**src/rtl/pipeline_ctrl.sv**
```systemverilog
// -----------------------------------------------------------------------------
// pipeline_ctrl
//   Stall/flush scheduler for the 5-stage RV64I pipeline. It combines three
//   request sources into one set of stall/flush enables for the F/D, D/E, E/M
//   and M/W pipeline registers:
//     - load-use stall requests from the hazard unit
//     - Execute-stage redirects
//     - data-memory wait states
//   After reset release it holds the pipeline flushed for INIT_FLUSH_CYCLES
//   cycles. A watchdog raises Fault if one memory access waits MEM_TIMEOUT
//   consecutive cycles. All outputs are Mealy (combinational from state and
//   inputs).
//
// Parameters
//   INIT_FLUSH_CYCLES  cycles held flushed after reset release (1..15)
//   MEM_TIMEOUT        max consecutive wait cycles per access (2..65535)
//   PERF_W             perf counter width (only with PIPELINE_CTRL_PERF_EN)
//
// Ports
//   clk, rst_n        core clock, synchronous active-low reset
//   LwStall_H         load-use stall request
//   PCSrc_E           branch/jump taken in Execute
//   MemReq_M          Memory-stage instruction accesses data memory
//   MemReady_M        data memory completes the access this cycle
//   Stall_F/D/E/M     hold PC, F/D, D/E, E/M registers
//   Flush_D/E/W       clear F/D, D/E, M/W registers
//   Fault             memory timeout, sticky until reset
//   Busy              controller is not in RUN (or reset is asserted)
//
// Optional feature (macro PIPELINE_CTRL_PERF_EN)
//   PerfLwStall       cycles with a load-use stall applied
//   PerfMemStall      cycles with the memory-wait pattern applied
//   PerfFlush         redirect flush events
//   Counters clear on reset and saturate at all-ones.
// -----------------------------------------------------------------------------
module pipeline_ctrl #(
  parameter int INIT_FLUSH_CYCLES = 4,
  parameter int MEM_TIMEOUT       = 256
`ifdef PIPELINE_CTRL_PERF_EN
  ,
  parameter int PERF_W            = 32
`endif
) (
  input  logic clk,
  input  logic rst_n,
  input  logic LwStall_H,
  input  logic PCSrc_E,
  input  logic MemReq_M,
  input  logic MemReady_M,
  output logic Stall_F,
  output logic Stall_D,
  output logic Stall_E,
  output logic Stall_M,
  output logic Flush_D,
  output logic Flush_E,
  output logic Flush_W,
  output logic Fault,
  output logic Busy
`ifdef PIPELINE_CTRL_PERF_EN
  ,
  output logic [PERF_W-1:0] PerfLwStall,
  output logic [PERF_W-1:0] PerfMemStall,
  output logic [PERF_W-1:0] PerfFlush
`endif
);

  typedef enum logic [1:0] {
    S_INIT,
    S_RUN,
    S_MEM_WAIT,
    S_FAULT
  } state_t;

  localparam logic [3:0]  ICNT_START = 4'(INIT_FLUSH_CYCLES - 1);
  localparam logic [15:0] WCNT_LAST  = 16'(MEM_TIMEOUT - 1);

  state_t      state_q, state_d;
  logic [3:0]  icnt_q, icnt_d;
  logic [15:0] wcnt_q, wcnt_d;

  // Which request pattern is applied this cycle (mutually exclusive).
  logic mem_apply;
  logic pc_apply;
  logic lw_apply;
  logic init_apply;
  logic fault_apply;

  // A dropped request while waiting counts as completion, so "still blocked"
  // is the same expression in RUN and MEM_WAIT.
  logic mem_block;
  assign mem_block = MemReq_M & ~MemReady_M;

  // NOTE: state registers use non-blocking assignments so every flop samples
  // the pre-edge values regardless of statement order.
  always_ff @(posedge clk) begin
    if (!rst_n) begin
      state_q <= S_INIT;
      icnt_q  <= ICNT_START;
      wcnt_q  <= '0;
    end else begin
      state_q <= state_d;
      icnt_q  <= icnt_d;
      wcnt_q  <= wcnt_d;
    end
  end

  // NOTE: every signal driven here gets a default first; a path that leaves
  // one unassigned would infer a latch.
  always_comb begin
    state_d     = state_q;
    icnt_d      = icnt_q;
    wcnt_d      = wcnt_q;
    mem_apply   = 1'b0;
    pc_apply    = 1'b0;
    lw_apply    = 1'b0;
    init_apply  = 1'b0;
    fault_apply = 1'b0;

    unique case (state_q)
      S_INIT: begin
        init_apply = 1'b1;
        if (icnt_q == 4'd0) state_d = S_RUN;
        else                icnt_d  = icnt_q - 4'd1;
      end

      S_RUN: begin
        if (mem_block) begin
          mem_apply = 1'b1;
          state_d   = S_MEM_WAIT;
          wcnt_d    = 16'd1;
        end else if (PCSrc_E) begin
          pc_apply = 1'b1;
        end else if (LwStall_H) begin
          lw_apply = 1'b1;
        end
      end

      S_MEM_WAIT: begin
        if (mem_block) begin
          mem_apply = 1'b1;
          wcnt_d    = wcnt_q + 16'd1;
          if (wcnt_q == WCNT_LAST) state_d = S_FAULT;
        end else begin
          // Zero-cycle release: the frozen E/D requests are serviced now.
          if (PCSrc_E)        pc_apply = 1'b1;
          else if (LwStall_H) lw_apply = 1'b1;
          state_d = S_RUN;
          wcnt_d  = '0;
        end
      end

      S_FAULT: begin
        fault_apply = 1'b1;
      end

      default: begin
        state_d = S_INIT;
      end
    endcase

    // Reset forces the INIT pattern without waiting for the clock edge.
    if (!rst_n) begin
      mem_apply   = 1'b0;
      pc_apply    = 1'b0;
      lw_apply    = 1'b0;
      fault_apply = 1'b0;
      init_apply  = 1'b1;
    end
  end

  // Output decode. Each register is either stalled or flushed, never both:
  // only the F/D..E/M stalls and D/E/W flushes are produced, and no single
  // pattern pairs a stall with a flush on the same register.
  always_comb begin
    Stall_F = init_apply | mem_apply | fault_apply | lw_apply;
    Stall_D = mem_apply | fault_apply | lw_apply;
    Stall_E = mem_apply | fault_apply;
    Stall_M = mem_apply | fault_apply;
    Flush_D = init_apply | pc_apply;
    Flush_E = init_apply | pc_apply | lw_apply;
    Flush_W = init_apply | mem_apply | fault_apply;
    Fault   = fault_apply;
    Busy    = !rst_n || (state_q != S_RUN);
  end

`ifdef PIPELINE_CTRL_PERF_EN
  always_ff @(posedge clk) begin
    if (!rst_n) begin
      PerfLwStall  <= '0;
      PerfMemStall <= '0;
      PerfFlush    <= '0;
    end else begin
      if (lw_apply  && !(&PerfLwStall))  PerfLwStall  <= PerfLwStall + 1'b1;
      if (mem_apply && !(&PerfMemStall)) PerfMemStall <= PerfMemStall + 1'b1;
      if (pc_apply  && !(&PerfFlush))    PerfFlush    <= PerfFlush + 1'b1;
    end
  end
`endif

endmodule

```
**config.mk**
```make
export PLATFORM = sky130hd
export DESIGN_NAME = pipeline_ctrl
export DESIGN_NICKNAME = d
export VERILOG_FILES = /design/src/rtl/pipeline_ctrl.sv
export SDC_FILE = /design/constraint.sdc
export NUM_CORES = 1
export LEC_CHECK = 0
export CAP_MARGIN = 20
export CORE_MARGIN = 4
export CORE_UTILIZATION = 33
export DETAILED_ROUTE_END_ITERATION = 12
export GPL_TIMING_DRIVEN = 1
export SYNTH_ARGS = -nofsm -noshare
export SYNTH_HDL_FRONTEND = slang
export SYNTH_SLANG_ARGS = --single-unit
export TNS_END_PERCENT = 50
```
**constraint.sdc**
```tcl
create_clock -name clk -period 2.03 [get_ports clk]
set_input_delay 0.406 -clock clk [delete_from_list [all_inputs] [get_ports clk]]
set_output_delay 0.406 -clock clk [all_outputs]
set_load 0.01 [all_outputs]
```
### Word-level counts from Yosys, hierarchy flattened

Index checks and enable logic that the tools add are counted.

* RAM bits: 0
* register bits: 22
* output and inout bits: 9
* ROM bits: 0
* memories kept: 0
* input port bits: 6
* bits in latches: 0

* order comparisons: 0
* mux-type cells: 24
* divide/modulo/power cells: 0
* shifts and indexed selects: 0
* equal/unequal tests: 8
* $add $sub $neg: 2
* bitwise gates (word level): 10
* multiply operators: 0
* reduce and logical (&&, ||, !) cells: 10

Operators by type and width (number)
* $mux W16: 2
* $pmux W16 S2: 1
* $add A16 B1 Y16 const B: 1
* $eq A16 B8 Y1 const B: 1
* $mux W1: 16
* $mux W2: 4
* $or A1 B1 Y1: 7
* $pmux W2 S3: 1
* $eq A2 B2 Y1 const B: 2
* $logic_not A4 Y1: 1
* $ne A2 B2 Y1 const B: 2
* $reduce_and A2 Y1: 2
* $reduce_and A4 Y1: 1
* $sub A4 B1 Y4 const B: 1
* $ne A3 B3 Y1 const B: 1
* $reduce_bool A3 Y1: 1
* $eq A2 B1 Y1 const B: 1
* $logic_not A2 Y1: 1
* $ne A2 B1 Y1 const B: 1
* $not A1 Y1: 2
* $reduce_bool A2 Y1: 1
* $reduce_or A2 Y1: 1
* $and A1 B1 Y1: 1
* $logic_not A1 Y1: 1
* $logic_or A1 B1 Y1: 1

### Depth between registers and ports, before layout

Gate-level depths: netlist of the first run.

* depth in word-level cells: 8
* depth in mapped cells: 8
* depth with buffers taken out: 6

### Least setup slack after synthesis of the first run

Ideal clock, no wire load.

* path kind: reg2out
* start point: register state_q[0]
* end point: output port Stall_M
* stages on the path, launching flop included: 6
* path slack: 0.220 ns
* required time: 1.624 ns
* arrival time: 1.404 ns
* path through: dfxtp_1 > inv_1 > ha_1 > nand2_1 > o21ai_0 > buf_4

* cells in the longest elaborated chain, start to end: 5
* elaborated cells between the ends (all ways): 9
* those cells by class: eq/ne: 3; mux: 4; bitwise: 1; reduce/logical: 1

Ends and longest elaborated chain
* from (decl): RTL line 77 `state_t state_q, state_d;`
* from (signal assigned): RTL line 101 `state_q <= state_d;`
* $eq A2 B2 Y1 / $eq A2 B1 Y1 (equally long branches): RTL line 119 `unique case (state_q)`
* $reduce_or A2 Y1 (no line)
* $mux W1
* $mux W1: RTL line 162 `if (!rst_n) begin`
* $or A1 B1 Y1 *
* to (decl): RTL line 53 `output logic Stall_M,`

Every way passes the cells marked *; elsewhere a longest branch is shown, timed or not.

### Final worst setup path of the first run

* start point: register state_q[0]
* end point: output port Stall_F

* cells in the longest elaborated chain, start to end: 7
* elaborated cells between the ends (all ways): 16
* those cells by class: eq/ne: 3; mux: 8; bitwise: 3; reduce/logical: 2

Ends and longest elaborated chain
* $eq A2 B2 Y1 / $eq A2 B1 Y1 (equally long branches): RTL line 119
* $reduce_or A2 Y1 (no line)
* $mux W1
* $mux W1: RTL line 162
* $or A1 B1 Y1 (2 in a row): RTL line 175 `Stall_F = init_apply | mem_apply | fault_apply | lw_apply;`
* $or A1 B1 Y1 *: RTL line 175
* to (decl): RTL line 50 `output logic Stall_F,`

Marks and branches as above.

==> impl_results.md, run 1 <==
* Antenna violations before repair at 0
* Total of buffers placed on input and output ports at 14
* Post-Syn Area at between 1000 and 1500 sq um
* Number of enable-type register cells in the synthesized netlist at 0
* Vias after detailed routing at between 1000 and 1500
* Number of clock sinks at 22
* Hold Crit Endpoint: icnt_q[1]$_SDFFE_PN1P_
* Die extent in x at 73.14 um
* Combined buffer and inverter count along the critical path at 2
* Category of the worst setup path launch point: flop
* Number of top-level pins at 15
* Detailed-route wire length at around 3400 um
* Synthesized net count at approximately 180
* Initial standard-cell utilization of the core at 34.51%
* Synth cell types at 52
* Final Hold Violating Endpoints at 0
* Total power density per cell area at around 650 nW/um^2
* Post-layout min period at 1.950 ns
* Slowest stage cell, crit path: sky130_fd_sc_hd__dfxtp_2
* Maximum capacitance violations at 0
* Rel. slew slack at about 52%
* Library cell occupying the most area in the post-synthesis netlist: sky130_fd_sc_hd__dfxtp_1
* Sum of overflow across all layers after global routing at 0
* Area fraction of the dominant cell type after synthesis at a little under a third
* Area contributors post-synth: sky130_fd_sc_hd__dfxtp_1, sky130_fd_sc_hd__ha_1, sky130_fd_sc_hd__nand3_1, sky130_fd_sc_hd__nand2_1, sky130_fd_sc_hd__nor2_1
* Rows at 23
* Part of the Yosys area used for sequential elements at around a third
* Detailed router's first-iteration violation count at 61
* Layout Area Growth over Synthesis at 29.67%
* Wire length of the first global-routing pass at 6085 um
* Antenna diode count at 0
* Switching Fraction at a little under a third
* Latest clock arrival within the worst-skew pair at ~0.26 ns
* Post-route setup slack at around 0.080 ns
* Launch point of the worst reg-to-reg path: state_q[1]$_SDFFE_PN0P_
* Outcome: complete, no violations
* Comb power frac at 31.4%
* Cell at the root of the clock tree: sky130_fd_sc_hd__clkbuf_8
* Area inside the core boundary at approximately 4000 sq um
* Crit Path Max Fanout at 3
* Power spent charging and discharging nets at 355.4 uW
* Data required time of the critical path at about 1.6 ns
* Slew at the pin closest to its max-slew limit at about 0.70 ns
* Relative contribution of sequential cells to total power at 41.6%
* Detailed Routing Iterations Pass 1 at 4
* Reg2reg setup slack at ~0.15 ns
* Sequence of cells on the critical path: buf_4 > ha_1 > nand2_2 > nand3_2 > a31o_2 > clkdlybuf4s15_1
* Hold path startpoint: icnt_q[1]$_SDFFE_PN1P_
* Int Pwr at roughly 800 uW
* Overall global routing resource usage at 14.22%
* Tightest Hold Check Type: reg -> reg
* Leak Pwr at about 0.73 nW
* Final non-filler cell area at around 1800 sq um
* Worst reg2reg path depth at 6
* Drt drc at 0
* Largest incremental delay on the critical path at around 0.33 ns
* Critical path type: reg -> out
* Peak Freq at slightly above 0.5 GHz
* Vias per inst at between 5 and 6
* Via count of the first global-routing pass at about 1400
* Number of nets at the end of the flow at roughly 210
* Chip height at approximately 73 um
* Placer congestion estimate at a little under 0.8
* Fraction of final layout cells sized beyond drive strength 1 at about 22%
* Total number of H-tree levels at 1
* Critical path endpoint category: output pin
* Largest net degree at the start of global routing at 13
* Fraction of registers with async set/reset at 0%
* Cell class contributing the biggest share of worst-path delay: buffers and inverters
* Critical path data arrival time at between 1.5 and 2 ns
* Cell count of the worst hold path at 2
* CTS tree: done
* DR WL/cell at 13.77 um
* Total clock buffers created by CTS at 3
* Number of max-slew violations in the final report at 0
* Total Die Area at between 5000 and 6000 sq um
* Synthesized instance count at about 170
* Cell Area, Placed at 1720 sq um
* Maximum resistive drop on vdd at 0.3237 mV
* Synth warn at 0
* Post-route clock period utilization at 96.04%
* Dominant synthesized flop cell: sky130_fd_sc_hd__dfxtp_1
* Maximum buffer depth of the clock tree at 2
* DP Wirelength at between 2000 and 3000 um
* Final count of negative-setup-slack endpoints at 0
* Share of the core filled with cells at 44.74%
* Layout Skew at 0.001910 ns
* Flip-flop and latch count after synthesis at 22
* Pre-CTS worst setup slack at -0.3803 ns
* Residual antenna-violating net count after detailed routing at 0
* Endpoint of the most critical register-to-register path: wcnt_q[2]$_SDFFE_PN0P_
* Mean Syn Cell Area at 8.434 sq um
* Clock transition at the registers of the reported paths at approximately 0.080 ns
* Part of the power in the clock network at between 20% and 30%
* Unrepaired setup endpoints after global routing: no
flip-flops by register name, indices dropped and copies added, names as in the netlist:
name     flops
wcnt_q      16
icnt_q       4
state_q      2
worst max-delay path by stage:
stage	from	endpoint	slack, ns	depth (start not counted)
final	state_q[0]$_SDFFE_PN0P_	Stall_F	0.08	6
after global routing	state_q[1]$_SDFFE_PN0P_	Stall_E	0.003	5
after CTS	rst_n	Flush_E	-0.16	6
after detailed placement	MemReq_M	Stall_F	-0.38	6
after global placement	MemReq_M	Stall_F	-0.33	6
after floorplan	state_q[0]$_SDFFE_PN0P_	Stall_M	0.22	5
power groups by stage:
stage	logic (mW)	registers [mW]	clock network, mW
finish	0.369	0.490	0.318
global route	0.411	0.494	0.346
CTS	0.369	0.488	0.326
detailed placement	0.364	0.497	0
global placement	0.350	0.495	0
floorplan	0.221	0.494	0
cells by family after synthesis:
kind of cell | share of synthesized area [%]
simple gates | 28.78
compound gates | 24.13
flops | 31.46
buf+inv | 5.272
fa+ha+maj | 6.255
xor+xnor | 1.877
mux | 2.234
stage by stage:
stage	hold WS, ns	TNS, ns	power [mW]	instances
final	0.5083	0	1.177	247
after global routing	0.5421	0	1.251	247
after CTS	0.5099	-0.2810	1.183	246
after detailed placement	0.4982	-2.519	0.8612	242
after global placement	0.4845	-2.157	0.8448	242
after floorplan	0.4714	0	0.7159	166
worst min-delay path: cells and delay by family (launching register included):
| family | cells | cell delay, ns |
|---|---|---|
| AO/OA/AOI/OAI | 1 | 0.08 |
| AND/OR/NAND/NOR | 1 | 0.06 |
| flip-flops | 1 | 0.33 |
repair_timing:
| action | in CTS | in global routing |
|---|---|---|
| buffers inserted | 0 | 1 |
| endpoints found under the setup margin | 9 | 7 |
| endpoints found under the hold margin | 0 | 0 |
| gates resized for setup | 15 | 7 |
| hold buffers | 0 | 0 |
| cloned | 0 | 0 |
| pin swaps | 0 | 1 |
synthesized netlist by cell type (2+ instances only):
cell type and instances:
sky130_fd_sc_hd__nor3_1 3, sky130_fd_sc_hd__mux2i_1 2, sky130_fd_sc_hd__a311oi_1 3, sky130_fd_sc_hd__o211ai_1 5, sky130_fd_sc_hd__clkbuf_1 5, sky130_fd_sc_hd__a311o_1 2, sky130_fd_sc_hd__or4_1 3, sky130_fd_sc_hd__o211a_1 3
sky130_fd_sc_hd__nor2_1 11, sky130_fd_sc_hd__a31oi_1 2, sky130_fd_sc_hd__o2111ai_1 2, sky130_fd_sc_hd__and4_1 2, sky130_fd_sc_hd__or3_1 3, sky130_fd_sc_hd__o311ai_0 2, sky130_fd_sc_hd__xnor2_1 2, sky130_fd_sc_hd__nor4_1 2
sky130_fd_sc_hd__inv_1 9, sky130_fd_sc_hd__o21ai_0 6, sky130_fd_sc_hd__nand4_1 6, sky130_fd_sc_hd__dfxtp_1 22, sky130_fd_sc_hd__ha_1 7, sky130_fd_sc_hd__nand3_1 12, sky130_fd_sc_hd__a21oi_1 6, sky130_fd_sc_hd__nand2_1 16
sky130_fd_sc_hd__a31o_2 2, sky130_fd_sc_hd__nand3b_1 2
cell type report:
class / count / area, sq um
fill: 374 / 2242
multi-input combinational: 126 / 923.4
inverter: 9 / 33.78
clock buffer: 4 / 55.05
sequential: 22 / 441.7
tap: 50 / 62.56
timing repair buffer: 36 / 299.0
layout by cell type (no fill, tap or decap), drive strengths merged, types with 4 or more instances in the layout:
master        n
nand4         6
ha            7
o211ai        6
nor3          4
clkbuf        4
a21oi         6
dlygate4sd2   9
o21ai         6
or3           4
dfxtp        22
buf          22
or4           4
nor2         11
nand2        16
nand3        12
inv           9
routing by layer:
metal / part of all wire, % / track usage [%] / vias to the layer above
li1: - / - / 692
met1: 46 / 17.21 / 665
met2: 48 / 24.13 / 37
met3: 4.6 / 2.342 / 4
met4: 1.6 / 6.967 / 0
met5: 0 / 0 / -
Power figures use the tool's default switching activity.
==> inputs of run 2 (changes only) <==
Settings changed: CORE_UTILIZATION 33 to 30, PLACE_DENSITY from default to 0.54.
==> run 2 against run 1 <==
Compared with the run above: total power is 3.2% lower; die area up 8.9%; final cell count up 0.81%; non-clock buffer count rose by 1; global-route usage decreased by 1.8 points; combinational power is 2% higher; core utilization fell by 4.0 points; routed wire length grew 5.9%; largest cell class unchanged.
==> impl_results.md, run 2 (same netlist as run 1, synthesis figures left out) <==
* Outcome: complete, no violations
* Layout Skew at 0.005786 ns (+0.003876 ns)
* Rel. slew slack at 66.77% (+15 points)
* Placer congestion estimate at 0.7655 (-1.0%)
* Total number of H-tree levels at 1 (unchanged)
* Cell Area, Placed at 1730 sq um (+0.58%)
* Detailed router's first-iteration violation count at 101 (+66%)
* Int Pwr at 784.1 uW (-4.6%)
* Rows at 24 (+4.3%)
* Critical path data arrival time at 1.57 ns (+0.03 ns)
* Number of max-slew violations in the final report at 0 (unchanged)
* Peak Freq at 0.5058 GHz (-1.4%)
* Power Total at 1.140 mW (-3.2%)
* Latest clock arrival within the worst-skew pair at 0.26 ns (about the same)
* Crit Path Max Fanout at 4 (+1)
* Category of the worst setup path launch point: flop
* Leak Pwr at 0.7200 nW (-1.7%)
* Data required time of the critical path at 1.62 ns (about the same)
* Layout Area Growth over Synthesis at 29.22%
* DR WL/cell at 14.45 um (+5.0%)
* Antenna violations before repair at 0 (unchanged)
* Unrepaired setup endpoints after global routing: yes
* Vias per inst at 5.655 (about the same)
* Sum of overflow across all layers after global routing at 0 (unchanged)
* Number of top-level pins at 15 (unchanged)
* Maximum buffer depth of the clock tree at 2 (unchanged)
* Fraction of final layout cells sized beyond drive strength 1 at 23.86% (+1.5 points)
* Die extent in x at 76.32 um (+4.3%)
* Share of the core filled with cells at 40.71% (-4.0 points)
* Post-route clock period utilization at 97.40% (+1.4 points)
* Initial standard-cell utilization of the core at 31.50% (-3.0 points)
* Relative contribution of sequential cells to total power at 43.0% (+1.4 points)
* Total Die Area at 5824 sq um (+8.9%)
* Total power density per cell area at 630.0 nW/um^2 (-2.8%)
* Largest net degree at the start of global routing at 19 (+6)
* Largest registers ranked by flip-flop count: wcnt_q (16), icnt_q (4), state_q (2)
* Leading cell types in the layout, fill and taps excluded: sky130_fd_sc_hd__buf_4, sky130_fd_sc_hd__dfxtp_1, sky130_fd_sc_hd__nand2_1, sky130_fd_sc_hd__nand3_1
* Final non-filler cell area at 1809 sq um (-0.34%)
* Total of fill cells in the finished design at 448 (+20%)
* Final std cells w/o fill at 249 (+0.81%)
* Most flop-heavy register: wcnt_q
* Reg2reg setup slack at 0.18 ns (+0.03 ns)
* Maximum resistive drop on vdd at 0.2805 mV (-13%)
* Cts hold-fix bufs at 0 (unchanged)
* Cell at the root of the clock tree: sky130_fd_sc_hd__clkbuf_8
* Drt drc at 0 (unchanged)
* Detailed Routing Iterations Pass 1 at 4 (unchanged)
* Residual antenna-violating net count after detailed routing at 0 (unchanged)
* Slew at the pin closest to its max-slew limit at 0.4845 ns (-0.2162 ns)
* Wire length of the first global-routing pass at 6189 um (+1.7%)
* Worst path most repeated cell: sky130_fd_sc_hd__buf_4
* Maximum capacitance violations at 0 (unchanged)
* CTS tree: done
* Critical path endpoint category: output pin
* Number of nets at the end of the flow at 212 (+0.47%)
* Most common cell after layout, fill and taps aside: sky130_fd_sc_hd__buf_4
* Number of clock sinks at 22 (unchanged)
* Critical path type: reg -> out
* Post-layout min period at 1.977 ns (+0.02760 ns)
* Power spent charging and discharging nets at 355.7 uW (about the same)
* DP Wirelength at 2670 um (+4.9%)
* Placed cell count at 245 (+1.2%)
* Area inside the core boundary at 4444 sq um (+9.5%)
* Detailed-route wire length at 3599 um (+5.9%)
* Max reg flops at 16 (unchanged)
* Total clock buffers created by CTS at 3 (unchanged)
* Overall global routing resource usage at 12.46% (-1.8 points)
* Comb power frac at 33.0% (+1.6 points)
* Clock transition at the registers of the reported paths at 0.08 ns (about the same)
* Final Hold Violating Endpoints at 0 (unchanged)
* Part of the power in the clock network at 23.9% (-3.1 points)
* Via count of the first global-routing pass at 1462 (+3.2%)
* Largest incremental delay on the critical path at 0.33 ns (about the same)
* Total of buffers placed on input and output ports at 14 (unchanged)
* Chip height at 76.32 um (+4.3%)
* Vias after detailed routing at 1408 (+0.72%)
* Antenna diode count at 0 (unchanged)
* Sequence of cells on the critical path: buf_4 > ha_2 > nand2_4 > nand3_2 > buf_4 > a31o_2 > buf_2
* Slowest stage cell, crit path: sky130_fd_sc_hd__dfxtp_2
* Tightest Hold Check Type: reg -> reg
* Final count of negative-setup-slack endpoints at 0 (unchanged)
* Switching Fraction at 31.21% (+1.0 points)
* Hold Worst Slack at 0.5253 ns (+0.01695 ns)
## run 2: final cells by class
class / count / area (sq um) / share of cell area, %
timing repair buffer: 37 / 297.8 / 16.46
inverter: 9 / 33.78 / 1.867
tap: 52 / 65.06 / 3.596
sequential: 22 / 442.9 / 24.48
clock buffer: 3 / 41.29 / 2.282
multi-input combinational: 126 / 928.4 / 51.31
## run 2: worst max-delay path, delay by kind of cell, from the launching register on
family / cells / cell delay (ns)
fa+ha+maj: 1 / 0.20
simple gates: 2 / 0.17
compound gates: 1 / 0.20
flops: 1 / 0.33
buf+inv: 3 / 0.41
## run 2: worst paths after layout
kind,from,end,cells past startpoint
worst max-delay path,state_q[0]$_SDFFE_PN0P_,Stall_F,7
worst min-delay path,wcnt_q[3]$_SDFFE_PN0P_,wcnt_q[3]$_SDFFE_PN0P_,2
worst max register to register,state_q[0]$_SDFFE_PN0P_,wcnt_q[9]$_SDFFE_PN0P_,6
worst min register to register,wcnt_q[3]$_SDFFE_PN0P_,wcnt_q[3]$_SDFFE_PN0P_,2
## run 2: through the flow
| stage | setup TNS [ns] | setup slack [ns] |
|---|---|---|
| after floorplan | 0 | 0.2199 |
| after global placement | -2.233 | -0.3132 |
| after detailed placement | -2.943 | -0.3673 |
| after CTS | 0 | 0.01088 |
| after global routing | -0.01718 | -0.01718 |
| final | 0 | 0.05275 |
## run 2: power groups by stage
stage	logic [mW]	clock network [mW]	registers, mW
6_report	0.376	0.273	0.491
4_1_cts	0.371	0.278	0.488
5_1_grt	0.416	0.297	0.495
3_3_place_gp	0.347	0	0.495
2_1_floorplan	0.221	0	0.494
3_5_place_dp	0.361	0	0.497
## run 2: per-layer routing
layer  GRT usage, %  part of all wire, %  up-vias
li1               -                    -      688
met1          15.51                   47      673
met2          20.91                   47       41
met3          1.655                  4.8        6
met4          6.341                  1.8        0
met5              0                    0        -
## run 2: what timing repair did
item | CTS | global route
pin swaps | 3 | 0
gates resized for setup | 22 | 7
buffers inserted | 1 | 0
setup endpoints to repair | 9 | 5
